==> config.mk <==
export PLATFORM = sky130hd
export DESIGN_NAME = enemy_bullet_ctrl_flat
export DESIGN_NICKNAME = d
export VERILOG_FILES = /design/src/rtl/game_pkg.sv /design/src/rtl/enemy_bullet_ctrl_if.sv /design/src/rtl/tick_gen.sv /design/src/rtl/enemy_bullet_ctrl.sv /design/src/flat_wrapper.sv
export SDC_FILE = /design/constraint.sdc
export NUM_CORES = 1
export LEC_CHECK = 0
export CAP_MARGIN = 20
export CORE_ASPECT_RATIO = 0.9
export CORE_MARGIN = 1.5
export CORE_UTILIZATION = 54
export CTS_CLUSTER_SIZE = 16
export DETAILED_ROUTE_END_ITERATION = 16
export HOLD_SLACK_MARGIN = 0.06
export PLACE_DENSITY = 0.88
export SLEW_MARGIN = 0
export SYNTH_ARGS = -nofsm -noshare
export SYNTH_HDL_FRONTEND = slang
export SYNTH_SLANG_ARGS = --single-unit
==> constraint.sdc <==
create_clock -name clk -period 3.2 [get_ports clk]
set_clock_uncertainty 0.2 [all_clocks]
set_input_delay 0.32 -clock clk [delete_from_list [all_inputs] [get_ports clk]]
set_output_delay 0.32 -clock clk [all_outputs]
set_load 0.1 [all_outputs]
==> src/rtl/game_pkg.sv <==
// Shared definitions for the game-object controllers: screen geometry,
// coordinate width, the enemy-bullet FSM state type and counter sizing.
package game_pkg;

    localparam int unsigned SCREEN_W     = 640;
    localparam int unsigned SCREEN_H     = 480;
    localparam int unsigned COORD_W      = 10;
    // One extra bit so coordinate sums never wrap.
    localparam int unsigned SUM_W        = COORD_W + 1;
    localparam int unsigned MOVE_DIV_DEF = 150_000;

    // Width of a counter that must hold 0..n-1 (at least one bit).
    function automatic int unsigned cnt_w(input int unsigned n);
        return (n > 1) ? $clog2(n) : 1;
    endfunction

    localparam int unsigned TICK_W = cnt_w(MOVE_DIV_DEF);

    typedef enum logic [1:0] {
        IDLE,
        COOL,
        FLY
    } eb_state_e;

endpackage

==> src/rtl/enemy_bullet_ctrl_if.sv <==
// Signal bundle between the enemy plane / hit judge and the enemy bullet
// controller.
//   enemy_en, e_x, e_y, pause, hit : into the controller
//   eb_x, eb_y, eb_en, fire        : out of the controller
// master = the bullet controller, slave = its environment.
interface enemy_bullet_ctrl_if;
    import game_pkg::*;

    logic               enemy_en;
    logic [COORD_W-1:0] e_x;
    logic [COORD_W-1:0] e_y;
    logic               pause;
    logic               hit;
    logic [COORD_W-1:0] eb_x;
    logic [COORD_W-1:0] eb_y;
    logic               eb_en;
    logic               fire;

    modport master (
        input  enemy_en, e_x, e_y, pause, hit,
        output eb_x, eb_y, eb_en, fire
    );

    modport slave (
        output enemy_en, e_x, e_y, pause, hit,
        input  eb_x, eb_y, eb_en, fire
    );

endinterface

==> src/rtl/tick_gen.sv <==
// Movement tick generator: free-running counter 0..DIV-1 producing a
// one-cycle strobe on the last count. en=0 freezes the count and gates tick.
//   clk, rst_n : clock, async active-low reset
//   en         : count enable
//   tick       : 1-cycle strobe every DIV enabled cycles
module tick_gen
    import game_pkg::*;
#(
    parameter int unsigned DIV = MOVE_DIV_DEF
) (
    input  logic clk,
    input  logic rst_n,
    input  logic en,
    output logic tick
);

    localparam int unsigned   CW   = cnt_w(DIV);
    localparam logic [CW-1:0] LAST = CW'(DIV - 1);

    logic [CW-1:0] cnt_q, cnt_d;

    always_comb begin
        cnt_d = cnt_q;
        tick  = 1'b0;
        if (en) begin
            if (cnt_q == LAST) begin
                cnt_d = '0;
                tick  = 1'b1;
            end else begin
                cnt_d = cnt_q + CW'(1);
            end
        end
    end

    always_ff @(posedge clk or negedge rst_n) begin
        if (!rst_n) cnt_q <= '0;
        else        cnt_q <= cnt_d;
    end

endmodule

==> src/rtl/enemy_bullet_ctrl.sv <==
// Enemy bullet controller: spawns one bullet at the enemy muzzle after a
// cool-down of FIRE_GAP ticks, moves it down by STEP per tick, and retires it
// on a hit from the judge or when it would leave the screen.
//   clk, rst_n : clock, async active-low reset
//   bus        : enemy_en/e_x/e_y/pause/hit in, eb_x/eb_y/eb_en/fire out
module enemy_bullet_ctrl
    import game_pkg::*;
#(
    parameter int unsigned MOVE_DIV = MOVE_DIV_DEF,
    parameter int unsigned STEP     = 4,
    parameter int unsigned FIRE_GAP = 40,
    parameter int unsigned MUZZLE_X = 20,
    parameter int unsigned MUZZLE_Y = 40,
    parameter int unsigned X_MAX    = SCREEN_W,
    parameter int unsigned Y_LIMIT  = SCREEN_H
) (
    input  logic                clk,
    input  logic                rst_n,
    enemy_bullet_ctrl_if.master bus
);

    localparam int unsigned        CCW       = cnt_w(FIRE_GAP);
    localparam logic [CCW-1:0]     COOL_LAST = CCW'(FIRE_GAP - 1);
    localparam logic [SUM_W-1:0]   STEP_S    = SUM_W'(STEP);
    localparam logic [SUM_W-1:0]   MZX_S     = SUM_W'(MUZZLE_X);
    localparam logic [SUM_W-1:0]   MZY_S     = SUM_W'(MUZZLE_Y);
    localparam logic [SUM_W-1:0]   XMAX_S    = SUM_W'(X_MAX);
    localparam logic [SUM_W-1:0]   YLIM_S    = SUM_W'(Y_LIMIT);
    localparam logic [COORD_W-1:0] X_LAST    = COORD_W'(X_MAX - 1);

    eb_state_e          state_q, state_d;
    logic [CCW-1:0]     cool_q, cool_d;
    logic [COORD_W-1:0] x_q, x_d;
    logic [COORD_W-1:0] y_q, y_d;
    logic               en_q, en_d;
    logic               fire_q, fire_d;

    logic               tick;
    logic               move_en;
    logic [SUM_W-1:0]   spawn_x, spawn_y, step_y;
    logic [COORD_W-1:0] clip_x;
    logic               spawn_ok, off_screen, gap_done, retire;

    assign move_en = ~bus.pause;

    tick_gen #(.DIV(MOVE_DIV)) u_tick (
        .clk   (clk),
        .rst_n (rst_n),
        .en    (move_en),
        .tick  (tick)
    );

    // All sums are one bit wider than a coordinate so nothing wraps.
    assign spawn_x    = {1'b0, bus.e_x} + MZX_S;
    assign spawn_y    = {1'b0, bus.e_y} + MZY_S;
    assign step_y     = {1'b0, y_q} + STEP_S;
    assign clip_x     = (spawn_x >= XMAX_S) ? X_LAST : spawn_x[COORD_W-1:0];
    assign spawn_ok   = (spawn_y < YLIM_S);
    assign off_screen = (step_y >= YLIM_S);
    assign gap_done   = tick && (cool_q == COOL_LAST);
    // hit wins over a coincident tick; either way the bullet is gone.
    assign retire     = bus.hit || (tick && off_screen);

    always_ff @(posedge clk or negedge rst_n) begin
        if (!rst_n) begin
            state_q <= IDLE;
            cool_q  <= '0;
            x_q     <= '0;
            y_q     <= '0;
            en_q    <= 1'b0;
            fire_q  <= 1'b0;
        end else begin
            state_q <= state_d;
            cool_q  <= cool_d;
            x_q     <= x_d;
            y_q     <= y_d;
            en_q    <= en_d;
            fire_q  <= fire_d;
        end
    end

    always_comb begin
        state_d = state_q;
        case (state_q)
            IDLE: if (bus.enemy_en) state_d = COOL;
            COOL: begin
                if (!bus.enemy_en)           state_d = IDLE;
                else if (gap_done && spawn_ok) state_d = FLY;
            end
            FLY:  if (retire) state_d = bus.enemy_en ? COOL : IDLE;
            default: state_d = IDLE;
        endcase
    end

    always_comb begin
        cool_d = cool_q;
        x_d    = x_q;
        y_d    = y_q;
        en_d   = en_q;
        fire_d = 1'b0;
        case (state_q)
            IDLE: begin
                cool_d = '0;
                en_d   = 1'b0;
            end
            COOL: begin
                en_d = 1'b0;
                if (bus.enemy_en && tick) begin
                    if (gap_done) begin
                        // A blocked shot (spawn off-screen) restarts the gap.
                        cool_d = '0;
                        if (spawn_ok) begin
                            x_d    = clip_x;
                            y_d    = spawn_y[COORD_W-1:0];
                            en_d   = 1'b1;
                            fire_d = 1'b1;
                        end
                    end else begin
                        cool_d = cool_q + CCW'(1);
                    end
                end
            end
            FLY: begin
                if (retire) begin
                    en_d   = 1'b0;
                    cool_d = '0;
                end else if (tick) begin
                    y_d = step_y[COORD_W-1:0];
                end
            end
            default: begin
                en_d   = 1'b0;
                cool_d = '0;
            end
        endcase
    end

    assign bus.eb_x  = x_q;
    assign bus.eb_y  = y_q;
    assign bus.eb_en = en_q;
    assign bus.fire  = fire_q;

endmodule

==> src/flat_wrapper.sv <==
// flat-port wrapper written by rule: the top's interface ports become plain ports
module enemy_bullet_ctrl_flat import game_pkg::*;
#(
    parameter int unsigned MOVE_DIV = MOVE_DIV_DEF,
    parameter int unsigned STEP     = 4,
    parameter int unsigned FIRE_GAP = 40,
    parameter int unsigned MUZZLE_X = 20,
    parameter int unsigned MUZZLE_Y = 40,
    parameter int unsigned X_MAX    = SCREEN_W,
    parameter int unsigned Y_LIMIT  = SCREEN_H
)
  (clk, rst_n, bus_enemy_en, bus_e_x, bus_e_y, bus_pause, bus_hit, bus_eb_x, bus_eb_y, bus_eb_en, bus_fire);
  enemy_bullet_ctrl_if bus_i ();
  input  logic clk;
  input  logic rst_n;
  input wire logic [$bits(bus_i.enemy_en)-1:0] bus_enemy_en;
  input wire logic [$bits(bus_i.e_x)-1:0] bus_e_x;
  input wire logic [$bits(bus_i.e_y)-1:0] bus_e_y;
  input wire logic [$bits(bus_i.pause)-1:0] bus_pause;
  input wire logic [$bits(bus_i.hit)-1:0] bus_hit;
  output wire logic [$bits(bus_i.eb_x)-1:0] bus_eb_x;
  output wire logic [$bits(bus_i.eb_y)-1:0] bus_eb_y;
  output wire logic [$bits(bus_i.eb_en)-1:0] bus_eb_en;
  output wire logic [$bits(bus_i.fire)-1:0] bus_fire;
  assign bus_i.enemy_en = bus_enemy_en;
  assign bus_i.e_x = bus_e_x;
  assign bus_i.e_y = bus_e_y;
  assign bus_i.pause = bus_pause;
  assign bus_i.hit = bus_hit;
  assign bus_eb_x = bus_i.eb_x;
  assign bus_eb_y = bus_i.eb_y;
  assign bus_eb_en = bus_i.eb_en;
  assign bus_fire = bus_i.fire;
  enemy_bullet_ctrl #(.MOVE_DIV(MOVE_DIV), .STEP(STEP), .FIRE_GAP(FIRE_GAP), .MUZZLE_X(MUZZLE_X), .MUZZLE_Y(MUZZLE_Y), .X_MAX(X_MAX), .Y_LIMIT(Y_LIMIT)) u_core (.clk(clk), .rst_n(rst_n), .bus(bus_i));
endmodule
==> flow_metrics.env <==
export IMPL_outcome="finished clean"
export IMPL_post_route_period_util_pct=88.73
export IMPL_cts_tree="yes"
export IMPL_slew_headroom_pct=35.43
export IMPL_ios=47
export IMPL_p_leak_nw=1.602
export IMPL_io_buffers=46
export IMPL_num_rows=25
export IMPL_synth_net_count=348
export IMPL_place_hpwl_mm=4.804
export IMPL_fin_ws_ps=360.6
export IMPL_dr_wl_met3_um=276
export IMPL_num_nets_final=402
export IMPL_die_w_um=81.36
export IMPL_pwr_share_clk_pct=14.6
export IMPL_avgSynthCellArea_um2=9.564
export IMPL_slowest_delay_ps=520
export IMPL_switching_share_pct=48.15
export IMPL_start_util_pct=56.45
export IMPL_yosysWarnings=0
export IMPL_post_drt_wl_per_cell_um=14.96
export IMPL_ir_worst_vdd_uv=658.9
export IMPL_fin_setup_tns_ps=0
export IMPL_ant_nets=0
export IMPL_drc_errors=0
export IMPL_grt_max_degree=49
export IMPL_worstPathMaxFanout=5
export IMPL_overflow=0
export IMPL_ys_flop_type="dfrtp_1"
export IMPL_viasPerCell=5.829
export IMPL_rsz0062_at_grt="false"
export IMPL_die_h_um=73.53
export IMPL_p_per_area_mw_per_mm2=716.0
export IMPL_clock_sinks=48
export IMPL_vias=2524
export IMPL_drt_iter0_markers=151
export IMPL_dp_worst_setup_slack_ps=63.07
export IMPL_timing_fmax_ghz=0.3522
export IMPL_multi_input_area_mm2=0.001685
export IMPL_synthDistinctLibCells=60
export IMPL_ys_seq_elements=48
export IMPL_htree_levels=2
export IMPL_cts_clk_slew_worst_paths_ps=90
export IMPL_grt_pass1_wl_mm=11.03
export IMPL_layout_drive_gt1_share_pct=18.85
export IMPL_wl_met2_mm=3.349
export IMPL_p_switching_mw=1.239
export IMPL_clock_latency_ps=300
export IMPL_top_layer="met4"
export IMPL_syn_inst=312
export IMPL_drv_cap=0
export IMPL_synthArstFlopShare_pct=100.0
export IMPL_hp_class="in -> async"
export IMPL_syn_to_final_growth_pct=20.46
export IMPL_finalHoldViolCount=0
export IMPL_cts_root_buf="clkbuf_8"
export IMPL_clockBufferDepth=2
export IMPL_die_area_mm2=0.005982
export IMPL_setup_viol=0
export IMPL_seq_area_mm2=0.001204
export IMPL_cts_inserted_buffers=5
export IMPL_diodes=0
export IMPL_syn_area_mm2=0.002984
export IMPL_worstPathRequired_ps=3200
export IMPL_antenna_found_initial=0
export IMPL_slew_violations=0
export IMPL_power_frac_seq_pct=35.7
export IMPL_synth_edff_count=0
export IMPL_totalWireLength_mm=6.477
export IMPL_met1_length_mm=2.770
export IMPL_slowest_stage="clkdlybuf4s50_1"
export IMPL_fillers=402
export IMPL_combPwrFrac_pct=49.7
export IMPL_dr_pass1_iters=4
export IMPL_worst_pin_slew_ps=965.5
export IMPL_core_mm2=0.005286
export IMPL_grt_pass1_vias=2463
export IMPL_cp_start_kind="input port"
export IMPL_cts_resized=0
export IMPL_yosysSeqAreaShare_pct=40.25
export IMPL_cp_data_arrival_time_ps=2840
export IMPL_crit_path_cell_trace="clkdlybuf4s50_1 -> ha_1 -> o2111ai_1 -> o221a_2 -> a2111oi_2 -> and2b_1 -> a2bb2oi_1 -> mux2_2"
export IMPL_internal_power_mw=1.334
export IMPL_final_min_clock_period_ps=2839
export IMPL_worstSetupPathType="in -> reg"
export IMPL_place_congestion=0.8693
export IMPL_crit_path_end_kind="flop"
export IMPL_track_usage_pct=24.02
## layout by cell type, fill, tap and decap left out, drive strengths merged, types with 7 or more instances in the layout
cell           Yosys  layout
ha                11      11
nand3             20      20
inv                8       8
xnor2             14      14
a31oi              7       7
o21ai             15      15
nand2b             7       7
nor2              30      30
buf                7      32
mux2              13      13
dfrtp             48      48
nand2             30      30
xor2              13      13
clkdlybuf4s50      0      24
a21oi             14      14
## cell families after synthesis
logic type,share of synthesized area (%)
multiplexers,6.038
buffers and inverters,3.270
AND/OR/NAND/NOR,21.85
XOR/XNOR,7.925
AO/OA/AOI/OAI,16.06
adder cells (fa/ha/maj),4.612
flip-flops,40.25
## routing by layer
layer | vias up | track usage, %
li1 | 1224 | -
met1 | 1239 | 29.33
met2 | 53 | 43.53
met3 | 8 | 3.354
met4 | 0 | 7.471
met5 | - | 0
## power by group through the flow
stage                     Clock, mW  Combinational [mW]  Sequential [mW]
after floorplan                   0               0.580             1.32
after global placement            0                1.24            0.915
after detailed placement          0                1.27            0.926
after CTS                     0.384                1.28            0.915
after global routing          0.410                1.38            0.944
final                         0.375                1.28            0.920
## Yosys cell counts (7+ instances only)
cell	n	area [µm²]
inv_1	8	30.03
ha_1	11	137.6
nand2b_1	7	43.79
mux2_2	11	123.9
a21oi_1	14	70.07
nor2_1	30	112.6
o21ai_0	14	70.07
nand3_1	20	100.1
xnor2_1	14	122.6
dfrtp_1	48	1201
a31oi_1	7	43.79
nand2_1	29	108.9
xor2_1	13	113.9
## layout make-up
class / instances / share of cell area, %
clock buffer: 6 / 2.297
clock inverter: 1 / 0.2436
inverter: 8 / 0.8354
multi-input combinational: 246 / 46.88
sequential: 48 / 33.48
tap: 67 / 2.332
timing repair buffer: 57 / 13.92
## final timing paths
path | cells past startpoint | to | slack [ps] | start
max in group asynchronous | 3 | u_core.bus.eb_x[2] | 1980 | rst_n
hold / removal | 2 | u_core.bus.eb_y[4] | 290 | rst_n
setup reg to reg | 6 | u_core.bus.eb_x[8] | 410 | u_core.u_tick.cnt_q[0]
hold reg to reg | 1 | u_core.cool_q[5] | 290 | u_core.cool_q[5]
min in group clk | 1 | u_core.cool_q[5] | 290 | u_core.cool_q[5]
setup / recovery | 8 | u_core.state_q[0] | 360 | bus_e_y[4]
## metrics by stage
stage	instance area [µm²]	utilization, %	instances	power [mW]	hold slack [ps]
4_1_cts	3575	67.62	432	2.577	297.5
3_5_place_dp	3473	65.70	424	2.198	280.8
2_1_floorplan	2987	-	312	1.900	-175.6
3_3_place_gp	3473	65.70	424	2.151	266.9
5_1_grt	3595	68.00	433	2.732	321.3
6_report	3595	68.00	433	2.574	293.9
## flip-flops by register name, indices dropped and copies added, names as in the netlist
signal and flops:
u_core.u_tick.cnt_q 18, u_core.state_q 2, u_core.cool_q 6, u_core.bus.eb_x 10, u_core.bus.fire 1, u_core.bus.eb_y 10, u_core.bus.eb_en 1
## what timing repair did
| action | 4_1_cts | 5_1_grt |
|---|---|---|
| setup buffers | 0 | 0 |
| hold endpoints to repair | 48 | 0 |
| hold buffers | 1 | 0 |
## critical path, delay by kind of cell
| family | cells | cell delay [ps] |
|---|---|---|
| muxes | 1 | 350 |
| adders and majority gates | 1 | 270 |
| buffers and inverters | 1 | 520 |
| and+or+nand+nor | 1 | 220 |
| AOI/OAI and AO/OA | 4 | 1150 |
Note: power is estimated with default switching activity, not from simulation.
==> RTL edit: new RTL, config.mk and constraints unchanged <==
Reset style: synchronous (`rst_n`), changed in 2 clocked blocks. Comments in the files are not updated.
--- a/src/rtl/tick_gen.sv
+++ b/src/rtl/tick_gen.sv
@@ -32,7 +32,7 @@
         end
     end
 
-    always_ff @(posedge clk or negedge rst_n) begin
+    always_ff @(posedge clk) begin
         if (!rst_n) cnt_q <= '0;
         else        cnt_q <= cnt_d;
     end
--- a/src/rtl/enemy_bullet_ctrl.sv
+++ b/src/rtl/enemy_bullet_ctrl.sv
@@ -61,7 +61,7 @@
     // hit wins over a coincident tick; either way the bullet is gone.
     assign retire     = bus.hit || (tick && off_screen);
 
-    always_ff @(posedge clk or negedge rst_n) begin
+    always_ff @(posedge clk) begin
         if (!rst_n) begin
             state_q <= IDLE;
             cool_q  <= '0;
Check against the original RTL: no difference found for any inputs over 10 cycles, from zero or initial values and one cycle with rst_n low; that may be too few to reach the edited logic, so the function may still have changed.
==> RTL edit against the original RTL <==
  * Setup slack better by 0.074 ns
  * Final area down 2.9%
  * Core utilization is 1.2 points lower
  * Register-to-register slack improved by 0.09 ns
  * Area after synthesis fell by 2.9%
  * Non-clock buffer count down 9
  * Wire length fell by 1.5%
  * Cell count is 6.2% higher
  * Sequential cell count did not move
Power is not compared: it rests on default switching activity, and its combinational part moved more than twofold at a synthesized area within 25%.
==> RTL edit: results (changes against the original RTL) <==
[metrics] share of the synthesized area in compound gates (AO/OA/AOI/OAI): 18.9% (+2.9 points)
[metrics] result of the run: complete, no violations
[metrics] Area after DPL: 3360 um^2 (-3.2%)
[metrics] global-route met1 utilization: 29.7% (+0.37 points)
[metrics] worst hold slack: 0.264 ns (-0.0301 ns)
[metrics] list of most frequent post-synthesis cells: 49 x nor2_1, 48 x dfxtp_1, 33 x nand2_1
[metrics] per-cell routed wire length: 13.9 um (-7.3%)
[metrics] layout buffer count excluding clock buffers: 48 (-16%)
[metrics] launch point of the worst reg-to-reg path: u_core.u_tick.cnt_q[4]$_SDFFE_PN0N_
[metrics] slew at the pin with the worst max-slew slack: 0.972 ns (+0.00675 ns)
[metrics] fraction of cell area in non-clock buffers: 12.8% (-1.2 points)
[metrics] largest net degree at the start of global routing: 26 (-47%)
[metrics] Post-layout nets: 429 (+6.7%)
[metrics] metal3 WL: 343 um (+24%)
[metrics] met2 layer usage reported by global route: 36.7% (-6.8 points)
[metrics] worst-case setup slack after placement: 0.142 ns (+0.0790 ns)
[metrics] Hold/Removal Path Class: reg2reg
[metrics] vias post-DR: 2733 (+8.3%)
[metrics] number of cells in the design after placement: 453 (+6.8%)
[metrics] filler cell count in the final layout: 415 (+3.2%)
[metrics] Synth Area in Adders: 4.75% (+0.14 points)
[metrics] area share of xor/xnor cells in the synthesized design: 8.77% (+0.84 points)
[metrics] DRT met1 WL: 2930 um (+5.7%)
[metrics] flip-flop and latch count: 48 (unchanged)
[metrics] endpoint of the worst register-to-register path: u_core.bus.eb_y[0]$_SDFFE_PN0P_
[metrics] Post-synth ARST share: 0% (-100 points)
[metrics] count leader, synth: nor2_1
[metrics] Worst Path Arrival: 2.80 ns (-0.04 ns)
[metrics] synth top area cells: dfxtp_1 33%, nor2_1 6.3%, xnor2_1 5.1%
[metrics] vias in the first global route: 2415 (-1.9%)
[metrics] GRT met3 Usage: 5.28% (+1.9 points)
[metrics] global-route wire length before repair: 10600 um (-3.8%)
[metrics] DP Wirelength: 4520 um (-5.9%)
[metrics] fraction of area in clock buffers and inverters: 3.69% (+1.2 points)
[metrics] multi-input combinational area share: 52.7% (+5.9 points)
[metrics] Post-Syn Nets: 389 (+12%)
[metrics] setup slack of the worst register-to-register path: 0.50 ns (+0.09 ns)
==> RTL edit: cell types whose count changed after synthesis, moves of 6 or more <==
cell / delta
nor2_1: +19
mux2_2: -10
dfxtp_1: +48
mux2i_1: +6
a211oi_1: +10
dfrtp_1: -48
a21boi_0: +6
clkbuf_1: +8
nand2b_1: -6
a31oi_1: -6
nand4_1: +6
==> RTL edit: how the worst max path moves through the flow <==
stage	to
after floorplan	u_core.cool_q[3]$_SDFFE_PN0P_
after global placement	u_core.bus.eb_x[7]$_SDFFE_PN0P_
after detailed placement	u_core.bus.eb_y[0]$_SDFFE_PN0P_
after CTS	u_core.bus.eb_y[0]$_SDFFE_PN0P_
after global routing	u_core.bus.eb_x[9]$_SDFFE_PN0P_
final	u_core.bus.eb_y[0]$_SDFFE_PN0P_
==> RTL edit: power breakdown <==
| group | total (mW) | internal [mW] | switching [mW] |
|---|---|---|---|
| sequential | 0.681 | 0.631 | 0.0496 |
| combinational | 0.510 | 0.164 | 0.346 |
| clock | 0.518 | 0.308 | 0.210 |
